### src/rtl/sck_sda_receiver_pkg.sv
// ---------------------------------------------------------------------------
// sck_sda_receiver_pkg
// Shared definitions for the two-wire sck/sda link, used by both the
// transmitter and the receiver side.
//   state_t        FSM state encodings (IDLE / DATA / ACK)
//   BITS_PER_BYTE  data bits per byte before the ACK slot
//   CLK_HZ         system clock frequency, used for timing defaults
//   shift_in()     MSB-first shift helper
// ---------------------------------------------------------------------------
package sck_sda_receiver_pkg;

   typedef enum logic [1:0] {
      ST_IDLE = 2'd0,
      ST_DATA = 2'd1,
      ST_ACK  = 2'd2
   } state_t;

   localparam int BITS_PER_BYTE = 8;
   localparam int CLK_HZ        = 27_000_000;

   // Shift one bit in at the LSB end so the first bit received ends up as MSB.
   function automatic logic [7:0] shift_in(input logic [7:0] sr, input logic b);
      return {sr[6:0], b};
   endfunction

endpackage

### src/rtl/sck_sda_receiver_line_sync_filter.sv
// ---------------------------------------------------------------------------
// line_sync_filter
// Synchronises one raw asynchronous line into clk and rejects short glitches:
// the synchronised level must differ from the accepted level for FILTER_LEN
// consecutive clk cycles before it becomes the new accepted level.
// Both the synchroniser and the accepted level reset to 1 (idle-high line).
// Parameters:
//   SYNC_STAGES  synchroniser depth (>= 2)
//   FILTER_LEN   cycles a new level must be held (1..15)
// Ports:
//   clk    in  system clock
//   rst_n  in  asynchronous active-low reset
//   din    in  raw line
//   dout   out accepted (synchronised, filtered) level
// ---------------------------------------------------------------------------
module line_sync_filter #(
   parameter int SYNC_STAGES = 2,
   parameter int FILTER_LEN  = 3
) (
   input  logic clk,
   input  logic rst_n,
   input  logic din,
   output logic dout
);

   localparam logic [3:0] CNT_LAST = 4'(FILTER_LEN - 1);

   logic [SYNC_STAGES-1:0] sync_reg;
   logic [3:0]             cnt_reg;
   logic                   dout_reg;
   logic                   sync_out;

   generate
      for (genvar gi = 0; gi < SYNC_STAGES; gi++) begin : g_sync
         if (gi == 0) begin : g_first
            always_ff @(posedge clk or negedge rst_n) begin
               if (!rst_n) sync_reg[gi] <= 1'b1;
               else        sync_reg[gi] <= din;
            end
         end else begin : g_rest
            always_ff @(posedge clk or negedge rst_n) begin
               if (!rst_n) sync_reg[gi] <= 1'b1;
               else        sync_reg[gi] <= sync_reg[gi-1];
            end
         end
      end
   endgenerate

   assign sync_out = sync_reg[SYNC_STAGES-1];

   // cnt_reg counts how long the synchronised level has disagreed with the
   // accepted level; any agreement restarts the count.
   always_ff @(posedge clk or negedge rst_n) begin
      if (!rst_n) begin
         cnt_reg  <= 4'd0;
         dout_reg <= 1'b1;
      end else if (sync_out == dout_reg) begin
         cnt_reg <= 4'd0;
      end else if (cnt_reg == CNT_LAST) begin
         cnt_reg  <= 4'd0;
         dout_reg <= sync_out;
      end else begin
         cnt_reg <= cnt_reg + 4'd1;
      end
   end

   assign dout = dout_reg;

endmodule

### src/rtl/sck_sda_receiver.sv
// ---------------------------------------------------------------------------
// sck_sda_receiver
// Receive end of the two-wire sck/sda link. Conditions both lines, detects
// START/STOP, shifts MSB-first bytes followed by one ACK slot and presents
// each byte with a one-cycle strobe.
// Optional feature macro: ACK_DRIVE_EN -- when defined the receiver pulls sda
// low over the ACK slot; otherwise sda_oe is held 0 (passive listener).
// Parameters:
//   SYNC_STAGES   synchroniser flops per line
//   FILTER_LEN    glitch filter length in clk cycles
//   IDLE_TIMEOUT  clk cycles without an sck edge inside a frame before abort
// Ports:
//   clk, rst_n    clock, asynchronous active-low reset
//   sck, sda      raw line inputs
//   sda_oe        1 = pull sda low (ACK drive)
//   byte_data     last received byte
//   byte_valid    one-cycle strobe, byte_data/byte_ack valid
//   byte_ack      level seen in the ACK slot (0 = ACK)
//   frame_start   one-cycle strobe on START
//   frame_stop    one-cycle strobe on STOP
//   rx_error      one-cycle strobe on aborted byte or timeout
//   busy          high from START until STOP/abort
// ---------------------------------------------------------------------------
module sck_sda_receiver
   import sck_sda_receiver_pkg::*;
#(
   parameter int SYNC_STAGES  = 2,
   parameter int FILTER_LEN   = 3,
   parameter int IDLE_TIMEOUT = CLK_HZ / 1000
) (
   input  logic       clk,
   input  logic       rst_n,
   input  logic       sck,
   input  logic       sda,
   output logic       sda_oe,
   output logic [7:0] byte_data,
   output logic       byte_valid,
   output logic       byte_ack,
   output logic       frame_start,
   output logic       frame_stop,
   output logic       rx_error,
   output logic       busy
);

`ifdef ACK_DRIVE_EN
   localparam bit ACK_DRIVE = 1'b1;
`else
   localparam bit ACK_DRIVE = 1'b0;
`endif

   localparam int             TO_W      = $clog2(IDLE_TIMEOUT + 1);
   localparam logic [TO_W-1:0] TO_LAST  = TO_W'(IDLE_TIMEOUT - 1);
   localparam logic [3:0]     LAST_BIT  = 4'(BITS_PER_BYTE - 1);
   localparam logic [3:0]     FULL_CNT  = 4'(BITS_PER_BYTE);

   // ---------------- line conditioning ----------------
   logic sck_f, sda_f;
   logic sck_p_reg, sda_p_reg;

   line_sync_filter #(.SYNC_STAGES(SYNC_STAGES), .FILTER_LEN(FILTER_LEN)) u_sck_filt (
      .clk  (clk),
      .rst_n(rst_n),
      .din  (sck),
      .dout (sck_f)
   );

   line_sync_filter #(.SYNC_STAGES(SYNC_STAGES), .FILTER_LEN(FILTER_LEN)) u_sda_filt (
      .clk  (clk),
      .rst_n(rst_n),
      .din  (sda),
      .dout (sda_f)
   );

   always_ff @(posedge clk or negedge rst_n) begin
      if (!rst_n) begin
         sck_p_reg <= 1'b1;
         sda_p_reg <= 1'b1;
      end else begin
         sck_p_reg <= sck_f;
         sda_p_reg <= sda_f;
      end
   end

   logic sck_rise, sck_fall, start_det, stop_det;

   assign sck_rise  =  sck_f & ~sck_p_reg;
   assign sck_fall  = ~sck_f &  sck_p_reg;
   // The previous sck level qualifies START/STOP, so an sda change landing in
   // the same cycle as an sck change is still judged against a high clock.
   assign start_det =  sda_p_reg & ~sda_f & sck_p_reg;
   assign stop_det  = ~sda_p_reg &  sda_f & sck_p_reg;

   // ---------------- FSM and datapath ----------------
   state_t          state_reg,       state_next;
   logic [3:0]      bit_cnt_reg,     bit_cnt_next;
   logic [7:0]      shreg_reg,       shreg_next;
   logic            bit_smp_reg,     bit_smp_next;
   logic            bit_open_reg,    bit_open_next;
   logic [TO_W-1:0] to_cnt_reg,      to_cnt_next;
   logic [7:0]      byte_data_reg,   byte_data_next;
   logic            byte_valid_reg,  byte_valid_next;
   logic            byte_ack_reg,    byte_ack_next;
   logic            frame_start_reg, frame_start_next;
   logic            frame_stop_reg,  frame_stop_next;
   logic            rx_error_reg,    rx_error_next;
   logic            busy_reg,        busy_next;
   logic            sda_oe_reg,      sda_oe_next;

   always_ff @(posedge clk or negedge rst_n) begin
      if (!rst_n) begin
         state_reg       <= ST_IDLE;
         bit_cnt_reg     <= 4'd0;
         shreg_reg       <= 8'h00;
         bit_smp_reg     <= 1'b0;
         bit_open_reg    <= 1'b0;
         to_cnt_reg      <= '0;
         byte_data_reg   <= 8'h00;
         byte_valid_reg  <= 1'b0;
         byte_ack_reg    <= 1'b0;
         frame_start_reg <= 1'b0;
         frame_stop_reg  <= 1'b0;
         rx_error_reg    <= 1'b0;
         busy_reg        <= 1'b0;
         sda_oe_reg      <= 1'b0;
      end else begin
         state_reg       <= state_next;
         bit_cnt_reg     <= bit_cnt_next;
         shreg_reg       <= shreg_next;
         bit_smp_reg     <= bit_smp_next;
         bit_open_reg    <= bit_open_next;
         to_cnt_reg      <= to_cnt_next;
         byte_data_reg   <= byte_data_next;
         byte_valid_reg  <= byte_valid_next;
         byte_ack_reg    <= byte_ack_next;
         frame_start_reg <= frame_start_next;
         frame_stop_reg  <= frame_stop_next;
         rx_error_reg    <= rx_error_next;
         busy_reg        <= busy_next;
         sda_oe_reg      <= sda_oe_next;
      end
   end

   // A data bit is sampled on the sck rise but only counted once its high
   // phase ends with an sck fall. The rise that precedes a STOP or repeated
   // START therefore does not count as a bit, which is what lets a frame end
   // cleanly with bit_cnt == 0.
   always_comb begin
      state_next       = state_reg;
      bit_cnt_next     = bit_cnt_reg;
      shreg_next       = shreg_reg;
      bit_smp_next     = bit_smp_reg;
      bit_open_next    = bit_open_reg;
      to_cnt_next      = (state_reg == ST_IDLE) ? '0 : to_cnt_reg + TO_W'(1);
      byte_data_next   = byte_data_reg;
      byte_valid_next  = 1'b0;
      byte_ack_next    = byte_ack_reg;
      frame_start_next = 1'b0;
      frame_stop_next  = 1'b0;
      rx_error_next    = 1'b0;
      busy_next        = busy_reg;
      sda_oe_next      = sda_oe_reg;

      if (sck_rise || sck_fall) begin
         to_cnt_next = '0;
      end

      if (start_det) begin
         // Repeated START in the middle of a byte loses that byte.
         rx_error_next    = busy_reg && (bit_cnt_reg != 4'd0);
         frame_start_next = 1'b1;
         busy_next        = 1'b1;
         state_next       = ST_DATA;
         bit_cnt_next     = 4'd0;
         bit_open_next    = 1'b0;
         to_cnt_next      = '0;
         sda_oe_next      = 1'b0;
      end else if (stop_det) begin
         if (state_reg != ST_IDLE) begin
            frame_stop_next = 1'b1;
            rx_error_next   = (state_reg == ST_ACK) || (bit_cnt_reg != 4'd0);
            busy_next       = 1'b0;
            state_next      = ST_IDLE;
            bit_cnt_next    = 4'd0;
            bit_open_next   = 1'b0;
            sda_oe_next     = 1'b0;
         end
      end else if ((state_reg != ST_IDLE) && !(sck_rise || sck_fall) &&
                   (to_cnt_reg == TO_LAST)) begin
         rx_error_next = 1'b1;
         busy_next     = 1'b0;
         state_next    = ST_IDLE;
         bit_cnt_next  = 4'd0;
         bit_open_next = 1'b0;
         sda_oe_next   = 1'b0;
      end else begin
         case (state_reg)
            ST_DATA: begin
               if (sck_rise) begin
                  bit_smp_next  = sda_f;
                  bit_open_next = 1'b1;
               end else if (sck_fall) begin
                  // Any fall in DATA ends a previous ACK slot drive.
                  sda_oe_next = 1'b0;
                  if (bit_open_reg) begin
                     shreg_next    = shift_in(shreg_reg, bit_smp_reg);
                     bit_open_next = 1'b0;
                     if (bit_cnt_reg == LAST_BIT) begin
                        // Fall after bit 8 opens the ACK slot.
                        bit_cnt_next = FULL_CNT;
                        state_next   = ST_ACK;
                        sda_oe_next  = ACK_DRIVE;
                     end else begin
                        bit_cnt_next = bit_cnt_reg + 4'd1;
                     end
                  end
               end
            end
            ST_ACK: begin
               if (sck_rise) begin
                  byte_valid_next = 1'b1;
                  byte_data_next  = shreg_reg;
                  byte_ack_next   = sda_f;
                  state_next      = ST_DATA;
                  bit_cnt_next    = 4'd0;
                  bit_open_next   = 1'b0;
               end
            end
            default: begin
               // IDLE: only a START leaves this state.
            end
         endcase
      end
   end

   assign sda_oe      = sda_oe_reg;
   assign byte_data   = byte_data_reg;
   assign byte_valid  = byte_valid_reg;
   assign byte_ack    = byte_ack_reg;
   assign frame_start = frame_start_reg;
   assign frame_stop  = frame_stop_reg;
   assign rx_error    = rx_error_reg;
   assign busy        = busy_reg;

endmodule

### config.mk
export PLATFORM = sky130hd
export DESIGN_NAME = sck_sda_receiver
export DESIGN_NICKNAME = d
export VERILOG_FILES = /design/src/rtl/sck_sda_receiver_pkg.sv /design/src/rtl/sck_sda_receiver_line_sync_filter.sv /design/src/rtl/sck_sda_receiver.sv
export SDC_FILE = /design/constraint.sdc
export NUM_CORES = 1
export LEC_CHECK = 0
export ABC_CLOCK_PERIOD_IN_PS = 2780
export BUFFER_PORTS_ARGS = -buffer_cell sky130_fd_sc_hd__buf_2
export CAP_MARGIN = 20
export CORE_MARGIN = 2
export CORE_UTILIZATION = 45
export CTS_BUF_LIST = sky130_fd_sc_hd__clkbuf_8
export DETAILED_ROUTE_END_ITERATION = 8
export SYNTH_ARGS = -nofsm -noshare
export SYNTH_HDL_FRONTEND = slang
export SYNTH_HIERARCHICAL = 1
export SYNTH_SLANG_ARGS = --single-unit
### constraint.sdc
create_clock -name clk -period 2.78 [get_ports clk]
set_input_delay 0.278 -clock clk [delete_from_list [all_inputs] [get_ports clk]]
set_output_delay 0.278 -clock clk [all_outputs]
set_load 0.02 [all_outputs]
== Yosys cells after proc, flatten, opt, wreduce, memory -nomap -nowiden ==
Index checks and enable logic that the tools add are counted.
Word-level totals
  flip-flop bits (word level): 62
  word-level logic and storage cells: 139
Cells by class
  reduce and logical (&&, ||, !) cells: 23
  add/sub/neg operators: 4
  eq/ne operators: 16
  bitwise logic cells: 16
  mux-type cells: 56
Operators by type and width (count)
  $mux W4: 13
  $mux W15: 3
  $mux W1: 28
  $ne A5 B5 Y1 const B: 4
  $mux W2: 9
  $add A15 B1 Y15 const B: 1
  $eq A15 B15 Y1 const B: 1
  $reduce_and A7 Y1: 2
  $add A4 B1 Y4 const B: 3
  $reduce_bool A4 Y1: 3
  $not A1 Y1: 10
  $reduce_and A5 Y1: 2
  $eq A4 B2 Y1 const B: 2
  $pmux W4 S2: 1
  $reduce_and A4 Y1: 2
  $and A1 B1 Y1: 6
  $ne A6 B6 Y1 const B: 1
  $reduce_and A2 Y1: 3
  $reduce_and A6 Y1: 1
  $ne A5 B4 Y1 const B: 1
  $reduce_bool A5 Y1: 1
  $eq A4 B3 Y1 const B: 1
  $ne A4 B1 Y1 const B: 1
  $pmux W2 S2: 1
  11 further kinds: 15

== Depth between registers and ports, before layout ==
Gate-level depths: netlist (run 1).
  depth in word-level cells: 9
  mapped depth: 7

== Hierarchy ==
Netlist (run 1), hierarchy kept.
By module, submodules not included
  sck_sda_receiver: area each 2268.4 um^2, instances 1, cells each 206
  line_sync_filter (u_sda_filt): area each 287.8 um^2, instances 1, cells each 22
  line_sync_filter (u_sck_filt): area each 286.5 um^2, instances 1, cells each 22

== Worst setup path before layout (run 1) ==
OpenSTA, ideal clock, no wires.
  path type: reg2reg
  from: register u_sck_filt.dout_reg, in the netlist u_sck_filt/dout
  to: register shreg_reg[1]
  arrival: 2.010 ns
  stages on the path, launching flop included: 8
  path slack: 0.645 ns
  cell sequence: dfstp_2 -> inv_1 -> ha_1 -> or3b_4 -> o21ai_4 -> nor2_2 -> buf_6 -> mux2_4
On the way
  word-level cells in the longest chain between the ends: 8
RTL lines
  from (decl): RTL line sck_sda_receiver_line_sync_filter.sv:30  | logic dout_reg;
  from (signal assigned): RTL line sck_sda_receiver_line_sync_filter.sv:61  | dout_reg <= sync_out;
  $not A1 Y1: RTL line sck_sda_receiver.sv:87  | assign sck_fall = ~sck_f & sck_p_reg;
  $and A1 B1 Y1: RTL line sck_sda_receiver.sv:87
  $logic_or A1 B1 Y1: RTL line sck_sda_receiver.sv:187  | end else if ((state_reg != ST_IDLE) && !(sck_rise || sck_fall) &&
  $logic_not A1 Y1: RTL line sck_sda_receiver.sv:187
  $logic_and A1 B1 Y1 (2 in series): RTL line sck_sda_receiver.sv:187
  $not A1 Y1 (no source line)
  $reduce_and A7 Y1 (no source line) (*)
  to (signal assigned): RTL line sck_sda_receiver.sv:128  | shreg_reg <= shreg_next;
  to (decl): RTL line sck_sda_receiver.sv:96  | logic [7:0] shreg_reg, shreg_next;
Every way passes the cells marked *; elsewhere a longest branch is shown, timed or not.
A chain may end at the register's enable or synchronous reset.

== Worst setup path after layout (run 1) ==
  from: register sck_p_reg
  to: register shreg_reg[0]
On the way
  word-level cells in the longest chain between the ends: 8
RTL lines
  from (decl): RTL line sck_sda_receiver.sv:58  | logic sck_p_reg, sda_p_reg;
  from (signal assigned): RTL line sck_sda_receiver.sv:79  | sck_p_reg <= sck_f;
  $not A1 Y1: RTL line sck_sda_receiver.sv:86  | assign sck_rise = sck_f & ~sck_p_reg;
  $and A1 B1 Y1: RTL line sck_sda_receiver.sv:86
  $logic_or A1 B1 Y1: RTL line sck_sda_receiver.sv:187
  $logic_not A1 Y1: RTL line sck_sda_receiver.sv:187
  $logic_and A1 B1 Y1 (2 in series): RTL line sck_sda_receiver.sv:187
  $not A1 Y1 (no source line)
  $reduce_and A7 Y1 (no source line) (*)
Marks and branches as above.

==> flow_summary_export.csv, run 1 <==
group,metric,value,unit
global_route,use_met2,22.1,%
cells_and_area,n_fill_cell,530,
sta,max_freq,0.418,GHz
worst_setup_path,cpMaxStageDelayCell,"dfstp_2",
global_route,grt_pass1_wl,8490,µm
global_route,grt_pass1_vias,1796,
cells_and_area,finalNonFillerCells,357,
detailed_routing,wl_per_cell,13.1,µm
cells_and_area,final_util,52.8,%
global_route,grt_util_all_layers,15.4,%
worst_setup_path,cp_cell_sequence,"inv_1 -> ha_1 -> or3_1 -> nor2_2 -> mux2_2",
yosys,synth_area,0.00284,mm²
die,start_util,47.2,%
worst_setup_path,worstPathBufferInverterCount,1,
die,die_area,0.00697,mm²
worst_setup_path,cpLargestDelayFamily,"simple AND/OR/NAND/NOR gates",
yosys,syn_inst,250,
detailed_routing,route.detailed.drc,0,
sta,worst-slew-pin-transition,666,ps
clock_tree,clk_latency,330,ps
worst_setup_path,start_kind,"register",
clock_tree,cts.path.max_buffers,2,
power,vdd.ir_drop.worst,0.399,mV
detailed_routing,dr_total_vias,1811,
yosys,ys_warn_count,6,
clock_tree,numCtsBuffers,9,
cells_and_area,drive_gt1_share,25.2,%
cells_and_area,antenna_cells,0,
worst_setup_path,worstRegToRegCells,5,
detailed_routing,wl,4660,µm
global_route,top_usage_layer,"met2",
worst_setup_path,reg2reg_from,"sck_p_reg",
die,io_pins,19,
sta,period_needed,2390,ps
placement,hpwlAfterDp,3260,µm
hold_path,hold_depth,1,
placement,gp_congestion,0.792,
yosys,yosysTopAreaCell,"dfrtp_1",
yosys,synthFlopType,"dfrtp_1",
yosys,ys_async_sr_fraction,100,%
global_route,antenna_found_initial,0,
die,fp-row-count,28,
yosys,synth_fp_nets,263,
worst_setup_path,end_kind,"register",
power,power.density,788,mW/mm²
placement,port_buffers,17,
job,drv_cap,0,
cells_and_area,largest_reg_flops,15,
hold_path,hold-path-endpoint,"u_sda_filt/sync_reg[0]",
clock_tree,post-cts-setup-buffer-count,0,
die,core_area,0.00603,mm²
yosys,synth.area.top_cells,"dfrtp_1 47%, dfstp_2 7.4%, mux2_4 4.8%, ha_1 4.0%, mux2_2 4.0%",
cells_and_area,area_growth_syn_to_layout,11.9,%
hold_path,min-delay-path-class,"in2reg",
sta,finalSetupViolCount,0,
detailed_routing,ant_nets,0,
cells_and_area,nets,290,
sta,rsz0062_at_grt,"no",
run_status,run_status,"finished clean",
sta,setup-tns-final,0,ps
clock_tree,htreeDepth,3,
yosys,syn_avg_cell_area,11.4,µm²
cells_and_area,final_cell_mix,"53 x dfrtp_1, 30 x nor2_1, 18 x nand2_1",
worst_setup_path,reg2reg_to,"shreg_reg[0]",
clock_tree,cts_root_buf,"clkbuf_8",
yosys,ys_types,48,
global_route,overflow,0,
clock_tree,path_clk_slew,70,ps
worst_setup_path,critPathKind,"reg2reg",
clock_tree,clock_sinks,61,
hold_path,min_from,"sda",
detailed_routing,dr.pass1.iters,4,
yosys,synth_top_cell_area_share,46.7,%
global_route,grt_max_degree,35,
sta,skew,11.5,ps
power,p_leak,0.00149,µW
die,die_w,83.5,µm
worst_setup_path,critPathRequiredTime,3000,ps
placement,dp.cells,340,
yosys,synth_edf_count,0,
die,die_h,83.5,µm
detailed_routing,drtIter0Drc,110,
clock_tree,cts_tree,"yes",
sta,timing.final.max_slew_violations,0,
placement,place_area,0.00301,mm²
yosys,ys_seq_area_share,54.0,%
global_route,grt_use_met3,6.03,%
cells_and_area,stdcell_area,0.00318,mm²
worst_setup_path,r2r_slack,390,ps
worst_setup_path,arrival,2610,ps
sta,hold_viol_final,0,
sta,relSlewSlack,55.5,%
sta,period_share,86.1,%
worst_setup_path,worstPathMaxFanout,11,
detailed_routing,vias_per_cell,5.07,
worst_setup_path,slowest_delay,580,ps
global_route,grt_util_met1,21.8,%
yosys,synth_seq_cells,61,
cells_and_area,final_common_cell,"dfrtp_1",
==> how the worst max path moves through the flow <==
stage / end / slack, ps / startpoint / cells after the start
finish: shreg_reg[0] / 390 / sck_p_reg / 5
global placement: shreg_reg[0] / 410 / sck_p_reg / 5
global route: shreg_reg[0] / 240 / sck_p_reg / 5
detailed placement: shreg_reg[0] / 370 / sck_p_reg / 5
CTS: shreg_reg[0] / 370 / sck_p_reg / 5
floorplan: shreg_reg[1] / 640 / u_sck_filt/dout / 7
==> per-stage QoR <==
stage | hold slack, ps | total power (µW) | worst slack [ps]
after global placement | 324 | 1890 | 411
after floorplan | -17.6 | 1720 | 645
after global routing | 23.4 | 2720 | 241
after detailed placement | 328 | 1900 | 375
after CTS | 28.3 | 2550 | 366
final | 53.0 | 2510 | 388
==> cells in the mapped netlist, types with 2 or more instances <==
cell type   n
dfrtp_1    53
nor2_1     30
nand2_1    18
inv_1      12
mux2_2     10
xor2_1     10
ha_1        9
mux2_4      9
dfstp_2     8
nand3_1     8
xnor2_1     8
a21oi_1     6
o21ai_0     6
nor3_1      5
nor2_2      4
a211oi_1    3
and3_1      3
nand2b_1    3
nand3b_1    3
nor2b_1     3
or3_1       3
a21o_1      2
a22o_1      2
a31oi_1     2
and2_1      2
buf_4       2
nor2_4      2
nor3b_1     2
o22ai_1     2
or2_2       2
==> kinds of logic (layout without fill, tap and decap cells) <==
kind of cell	count (synthesis)	after routing	synth area share [%]
other cells	1	1	0.132
mux	19	19	8.71
buf+inv	17	49	2.82
compound gates	32	32	8.01
simple gates	93	93	16.8
xor+xnor	18	18	5.55
flops	61	61	54.0
fa+ha+maj	9	9	3.96
==> report_power, final <==
group / switching [µW] / total, µW / leakage (µW) / internal [µW]
logic: 378 / 672 / 0.000583 / 294
registers: 151 / 1200 / 0.000808 / 1050
clock network: 302 / 633 / 0.000101 / 331
total: 831 / 2510 / 0.00149 / 1680
==> cell type report <==
class	instances	area [µm²]	area share, %
well taps	75	93.8	2.95
flip-flops and latches	61	1540	48.3
clock inverters	6	25.0	0.786
clock buffers	10	138	4.33
inverters	12	45.0	1.42
multi-input cells	172	1230	38.5
repair buffers	21	118	3.70
==> routing by layer <==
metal	routed length [µm]	up-vias
li1	-	912
met1	2370	872
met2	2130	25
met3	138	2
met4	25	0
met5	0	-
==> what timing repair did <==
action / 4_1_cts / 5_1_grt
hold endpoints to repair: 19 / 0
resized for setup: 0 / 0
hold buffers: 1 / 0
Power figures use the tool's default switching activity.
==> inputs of run 2 (changes only) <==
CORE_MARGIN = unset   (was 2)
REMOVE_ABC_BUFFERS = 1   (was unset)
==> run 2 against run 1 <==
  * First-iteration DRC count decreased by 22%
  * Core utilization increased by 0.29 points
  * Sequential power about the same
  * Global-route usage increased by 1.5 points
  * Via count increased by 1.5%
  * Hold slack got worse by 24 ps
  * Combinational power increased by 0.9%
  * Register-to-register slack got worse by 20 ps
  * Clock-buffer cell count unchanged
  * Sequential share of layout area about the same
  * Sequential cell count unchanged
  * Critical endpoint unchanged
  * Largest cell class unchanged
==> flow_summary_export.csv, run 2 (same netlist as run 1, synthesis figures left out) <==
group,metric,value,unit
worst_setup_path,cp_cell_sequence,"inv_1 -> ha_1 -> or3b_4 -> o21ai_4 -> nor2_2 -> mux2_2",
detailed_routing,drtIter0Drc,86,
sta,setup-tns-final,0,ps
sta,relSlewSlack,53.4,%
placement,hpwlAfterDp,3250,µm
detailed_routing,route.detailed.drc,0,
die,start_util,47.5,%
placement,dp.cells,339,
sta,period_share,86.7,%
sta,max_freq,0.415,GHz
cells_and_area,drive_gt1_share,26.0,%
clock_tree,path_clk_slew,70,ps
hold_path,min-delay-path-class,"in2reg",
worst_setup_path,critPathKind,"reg2reg",
clock_tree,cts_hold_buf,1,
cells_and_area,finalNonFillerCells,356,
clock_tree,numCtsBuffers,9,
sta,timing.final.max_slew_violations,0,
sta,skew,6.79,ps
detailed_routing,dr_total_vias,1839,
clock_tree,post-cts-setup-buffer-count,0,
worst_setup_path,arrival,2640,ps
power,power.density,804,mW/mm²
global_route,grt_max_degree,33,
clock_tree,clock_sinks,61,
cells_and_area,final_common_cell,"dfrtp_1",
global_route,grt_pass1_wl,8110,µm
die,die_w,81.5,µm
worst_setup_path,worstPathMaxFanout,11,
clock_tree,clk_latency,340,ps
worst_setup_path,cpMaxStageDelayCell,"dfstp_2",
power,p_leak,0.00148,µW
worst_setup_path,critPathRequiredTime,3010,ps
clock_tree,htreeDepth,3,
die,core_area,0.00599,mm²
detailed_routing,vias_per_cell,5.17,
cells_and_area,largest_reg_flops,15,
clock_tree,cts.path.max_buffers,2,
sta,period_needed,2410,ps
worst_setup_path,start_kind,"register",
detailed_routing,ant_nets,0,
cells_and_area,nets,289,
sta,finalSetupViolCount,0,
clock_tree,cts_tree,"yes",
global_route,grt_pass1_vias,1784,
power,vdd.ir_drop.worst,0.505,mV
global_route,antenna_found_initial,0,
worst_setup_path,worstRegToRegCells,6,
global_route,overflow,0,
cells_and_area,final_cell_mix,"53 x dfrtp_1, 30 x nor2_1, 18 x nand2_1",
die,die_h,81.5,µm
detailed_routing,dr.pass1.iters,4,
job,drv_cap,0,
die,io_pins,19,
global_route,grt_util_all_layers,16.9,%
sta,worst-slew-pin-transition,698,ps
run_status,run_status,"finished clean",
worst_setup_path,end_kind,"register",
die,fp-row-count,28,
clock_tree,cts_root_buf,"clkbuf_8",
worst_setup_path,r2r_slack,370,ps
cells_and_area,antenna_cells,0,
detailed_routing,wl,4880,µm
placement,gp_congestion,0.845,
hold_path,hold_depth,1,
detailed_routing,wl_per_cell,13.7,µm
cells_and_area,area_growth_syn_to_layout,11.9,%
clock_tree,cts-resized-gates,0,
sta,rsz0062_at_grt,"no",
worst_setup_path,slowest_delay,580,ps
placement,port_buffers,17,
die,die_area,0.00664,mm²
sta,hold_viol_final,0,
cells_and_area,n_fill_cell,542,
## run 2: cell count changes in the layout (fill, tap and decap cells not counted), sizes merged
cell      before  now
buf           20   19
clkinv         2    4
clkinvlp       0    1
inv           16   13
## run 2: final timing paths
| path | start | endpoint |
|---|---|---|
| setup / recovery | u_sck_filt/dout | shreg_reg[0] |
| hold / removal | sck | u_sck_filt/sync_reg[0] |
| setup reg to reg | u_sck_filt/dout | shreg_reg[0] |
| hold reg to reg | u_sck_filt/sync_reg[0] | u_sck_filt/sync_out |
| max in group asynchronous | rst_n | byte_ack |
| min in group asynchronous | rst_n | u_sck_filt/cnt_reg[1] |
## run 2: final cells by class
class	count	area, µm²	area share [%]
Inverter	12	45.0	1.42
Multi-Input combinational cell	172	1230	38.6
Timing Repair Buffer	20	110	3.46
Sequential cell	61	1540	48.3
Tap cell	75	93.8	2.95
Clock buffer	10	138	4.33
Clock inverter	6	31.3	0.983
## run 2: layer usage
| metal | track usage (%) | part of all wire (%) | wire length, µm |
|---|---|---|---|
| met5 | 0 | 0 | 0 |
| met3 | 5.33 | 3.6 | 176 |
| met1 | 22.2 | 51 | 2480 |
| met2 | 24.4 | 43 | 2110 |
| met4 | 9.64 | 2.3 | 110 |
## run 2: per-stage QoR
stage	utilization [%]	total power (µW)	setup slack [ps]	cell area, µm²	hold WS (ps)
after detailed placement	50.1	1890	357	3000	348
after global placement	50.1	1890	401	3000	346
after global routing	53.1	2720	221	3180	5.92
after floorplan	-	1700	587	2810	-17.6
after CTS	53.1	2590	336	3180	10.8
final	53.1	2560	371	3180	28.9
## run 2: report_power, final
group | total [µW] | internal, µW | switching [µW]
sequential | 1200 | 1050 | 154
combinational | 678 | 289 | 389
clock | 676 | 337 | 338
total | 2560 | 1680 | 882
## run 2: worst max-delay path, delay by kind of cell, from the launching register on
kind / cells / cell delay [ps]
multiplexers: 1 / 400
AND/OR/NAND/NOR: 2 / 830
adder cells (fa/ha/maj): 1 / 340
buffers and inverters: 1 / 60
AO/OA/AOI/OAI: 1 / 90
flip-flops: 1 / 580
==> inputs of run 3 (changes only) <==
GPL_TIMING_DRIVEN = 0   (was unset)
SYNTH_HIERARCHICAL = unset   (was 1)
==> run 3 against run 2 <==
  * The run now ends with design-rule violations left
  * Combinational power fell by 9.4%
  * Sequential share of layout area rose by 0.83 points
  * Largest power group unchanged
  * Non-clock buffer count decreased by 1
  * Critical path type unchanged
  * Die area is 3.7% lower
==> flow_summary_export.csv, run 3 <==
group,metric,value,unit
run_status,run_status,"finished with violations",
run_status,violations,"design-rule violations",
worst_setup_path,critPathRequiredTime,3040,ps
power,p_leak,0.00149,µW
yosys,yosys.cell_count.top_type,"dfrtp_1",
worst_setup_path,cpMaxStageDelayCell,"dfstp_2",
worst_setup_path,worstPathMaxFanout,8,
sta,whs,30.9,ps
sta,hold_viol_final,0,
yosys,synth.area.top_cells,"dfrtp_1 49%, mux2_2 8.6%, dfstp_2 7.7%, nor2_1 5.1%, ha_1 4.1%",
global_route,grt_max_degree,42,
hold_path,min-delay-path-class,"in2reg",
clock_tree,clk_latency,340,ps
clock_tree,htreeDepth,3,
clock_tree,clock_sinks,61,
yosys,ys_warn_count,0,
job,drv_cap,0,
yosys,yosysTopAreaCell,"dfrtp_1",
cells_and_area,final_common_cell,"dfrtp_1",
yosys,synth_seq_cells,61,
detailed_routing,drtIter0Drc,66,
cells_and_area,antenna_cells,0,
yosys,ys_seq_area_share,56.2,%
yosys,ys_types,43,
cells_and_area,final_cell_mix,"53 x dfrtp_1, 37 x nor2_1, 23 x nand2_1",
sta,worst-slew-pin-transition,618,ps
cells_and_area,area_growth_syn_to_layout,14.4,%
power,clockPowerShare,30.5,%
yosys,synth_edf_count,0,
die,start_util,46.4,%
yosys,syn_inst,243,
sta,period_needed,2540,ps
cells_and_area,largest_reg_flops,15,
yosys,synth_area,0.00273,mm²
yosys,synth_top_cell_area_share,48.5,%
sta,timing.final.max_slew_violations,0,
power,seq_power_share,45.6,%
placement,port_buffers,17,
worst_setup_path,cpLargestDelayFamily,"simple AND/OR/NAND/NOR gates",
die,die_h,79.9,µm
power,power_switching,854,µW
clock_tree,cts-resized-gates,0,
global_route,grt_pass1_wl,7530,µm
placement,hpwlAfterDp,2940,µm
worst_setup_path,arrival,2800,ps
clock_tree,cts.path.max_buffers,2,
power,total_power,2580,µW
worst_setup_path,start_kind,"register",
sta,skew,11.9,ps
sta,finalSetupViolCount,0,
worst_setup_path,end_kind,"register",
detailed_routing,ant_nets,0,
clock_tree,path_clk_slew,70,ps
worst_setup_path,critPathKind,"reg2reg",
detailed_routing,wl,4400,µm
sta,relSlewSlack,58.7,%
sta,setup-tns-final,0,ps
yosys,syn_avg_cell_area,11.3,µm²
clock_tree,numCtsBuffers,9,
detailed_routing,route.detailed.drc,1,
global_route,grt_pass1_vias,1694,
die,die_area,0.00639,mm²
cells_and_area,n_fill_cell,533,
clock_tree,cts_root_buf,"clkbuf_8",
power,swShare,33.1,%
detailed_routing,vias_per_cell,4.95,
worst_setup_path,slowest_delay,570,ps
clock_tree,cts_tree,"yes",
power,power.density,825,mW/mm²
yosys,netlist_top_cells_count,"53 x dfrtp_1, 37 x nor2_1, 23 x nand2_1",
detailed_routing,wl_per_cell,12.6,µm
die,fp-row-count,28,
worst_setup_path,worstPathBufferInverterCount,1,
yosys,synthFlopType,"dfrtp_1",
sta,period_share,91.2,%
clock_tree,post-cts-setup-buffer-count,0,
power,vdd.ir_drop.worst,0.541,mV
detailed_routing,dr.pass1.iters,6,
worst_setup_path,cp_cell_sequence,"inv_1 -> ha_1 -> or4b_4 -> o21ai_2 -> o211ai_2 -> or3b_1 -> a21oi_1",
global_route,overflow,0,
die,io_pins,19,
power,p_comb_share,23.8,%
die,core_area,0.00589,mm²
yosys,ys_async_sr_fraction,100,%
global_route,grt_util_all_layers,15.9,%
sta,max_freq,0.394,GHz
power,p_int,1730,µW
cells_and_area,nets,283,
cells_and_area,drive_gt1_share,24.7,%
sta,rsz0062_at_grt,"no",
die,die_w,79.9,µm
global_route,antenna_found_initial,0,
detailed_routing,dr_total_vias,1731,
placement,gp_congestion,0.778,
-- run 3: cell count changes after synthesis, sizes merged, moves of 3 or more --
cell    change
nand4       +3
a211oi      -3
nor3        -4
nand2       +5
nor2b       +3
or3         -3
-- run 3: cell families (layout without fill, tap and decap cells) --
group,count (synthesis),count (layout),share of synthesized area [%]
other,1,1,0.137
multiplexers,22,22,9.02
buffers and inverters,14,46,2.11
adder cells (fa/ha/maj),9,9,4.12
AO/OA/AOI/OAI,23,23,5.68
flip-flops,61,61,56.2
XOR/XNOR,19,19,6.09
AND/OR/NAND/NOR,94,94,16.7
-- run 3: path summary, 6_finish.rpt --
| check | from | endpoint | slack [ps] | cells past startpoint |
|---|---|---|---|---|
| setup / recovery | u_sck_filt.dout | bit_cnt_reg[3] | 240 | 7 |
| hold / removal | sda | u_sda_filt.sync_reg[0] | 30 | 1 |
| setup reg to reg | u_sck_filt.dout | bit_cnt_reg[3] | 240 | 7 |
| hold reg to reg | u_sda_filt.sync_reg[0] | u_sda_filt.sync_out | 360 | 0 |
| max in group asynchronous | rst_n | sck_p_reg | 1700 | 3 |
| min in group asynchronous | rst_n | to_cnt_reg[4] | 430 | 2 |
-- run 3: what timing repair did --
| item | 4_1_cts | 5_1_grt |
|---|---|---|
| endpoints found under the setup margin | 0 | 0 |
| hold endpoints to repair | 20 | 0 |
| hold buffers | 1 | 0 |
-- run 3: power groups by stage --
| stage | registers [µW] | clock network, µW | logic [µW] |
|---|---|---|---|
| 3_5_place_dp | 1190 | 0 | 620 |
| 3_3_place_gp | 1190 | 0 | 612 |
| 5_1_grt | 1200 | 854 | 706 |
| 4_1_cts | 1180 | 817 | 626 |
| 6_report | 1180 | 788 | 614 |
| 2_1_floorplan | 1180 | 0 | 457 |
-- run 3: stage by stage --
| step | instance area, µm² | setup WS (ps) | utilization [%] | cells |
|---|---|---|---|---|
| 2_1_floorplan | 2720 | 455 | - | 240 |
| 5_1_grt | 3130 | 58.8 | 53.1 | 350 |
| 3_3_place_gp | 2900 | 259 | 49.2 | 332 |
| 3_5_place_dp | 2920 | 241 | 49.6 | 333 |
| 6_report | 3130 | 244 | 53.1 | 350 |
| 4_1_cts | 3130 | 224 | 53.1 | 350 |
-- run 3: cell type report --
class	instances	area [µm²]	share of cell area, %
Clock inverter	6	62.6	2.00
Timing Repair Buffer	19	115	3.68
Clock buffer	10	138	4.40
Sequential cell	61	1540	49.1
Inverter	11	41.3	1.32
Multi-Input combinational cell	168	1140	36.5
Tap cell	75	93.8	3.00
-- run 3: worst reg2reg max path: stages (launching register included) --
cell	delay [ps]
dfstp_2	570
inv_1	50
ha_1	330
or4b_4	500
o21ai_2	270
o211ai_2	210
or3b_1	390
a21oi_1	140
-- run 3: layer usage --
metal / up-vias / routed length, µm / GRT usage [%]
met4: 0 / 116 / 8.75
met3: 11 / 147 / 5.94
met1: 823 / 2230 / 19.8
met5: - / 0 / 0
li1: 870 / - / -
met2: 27 / 1910 / 23.9
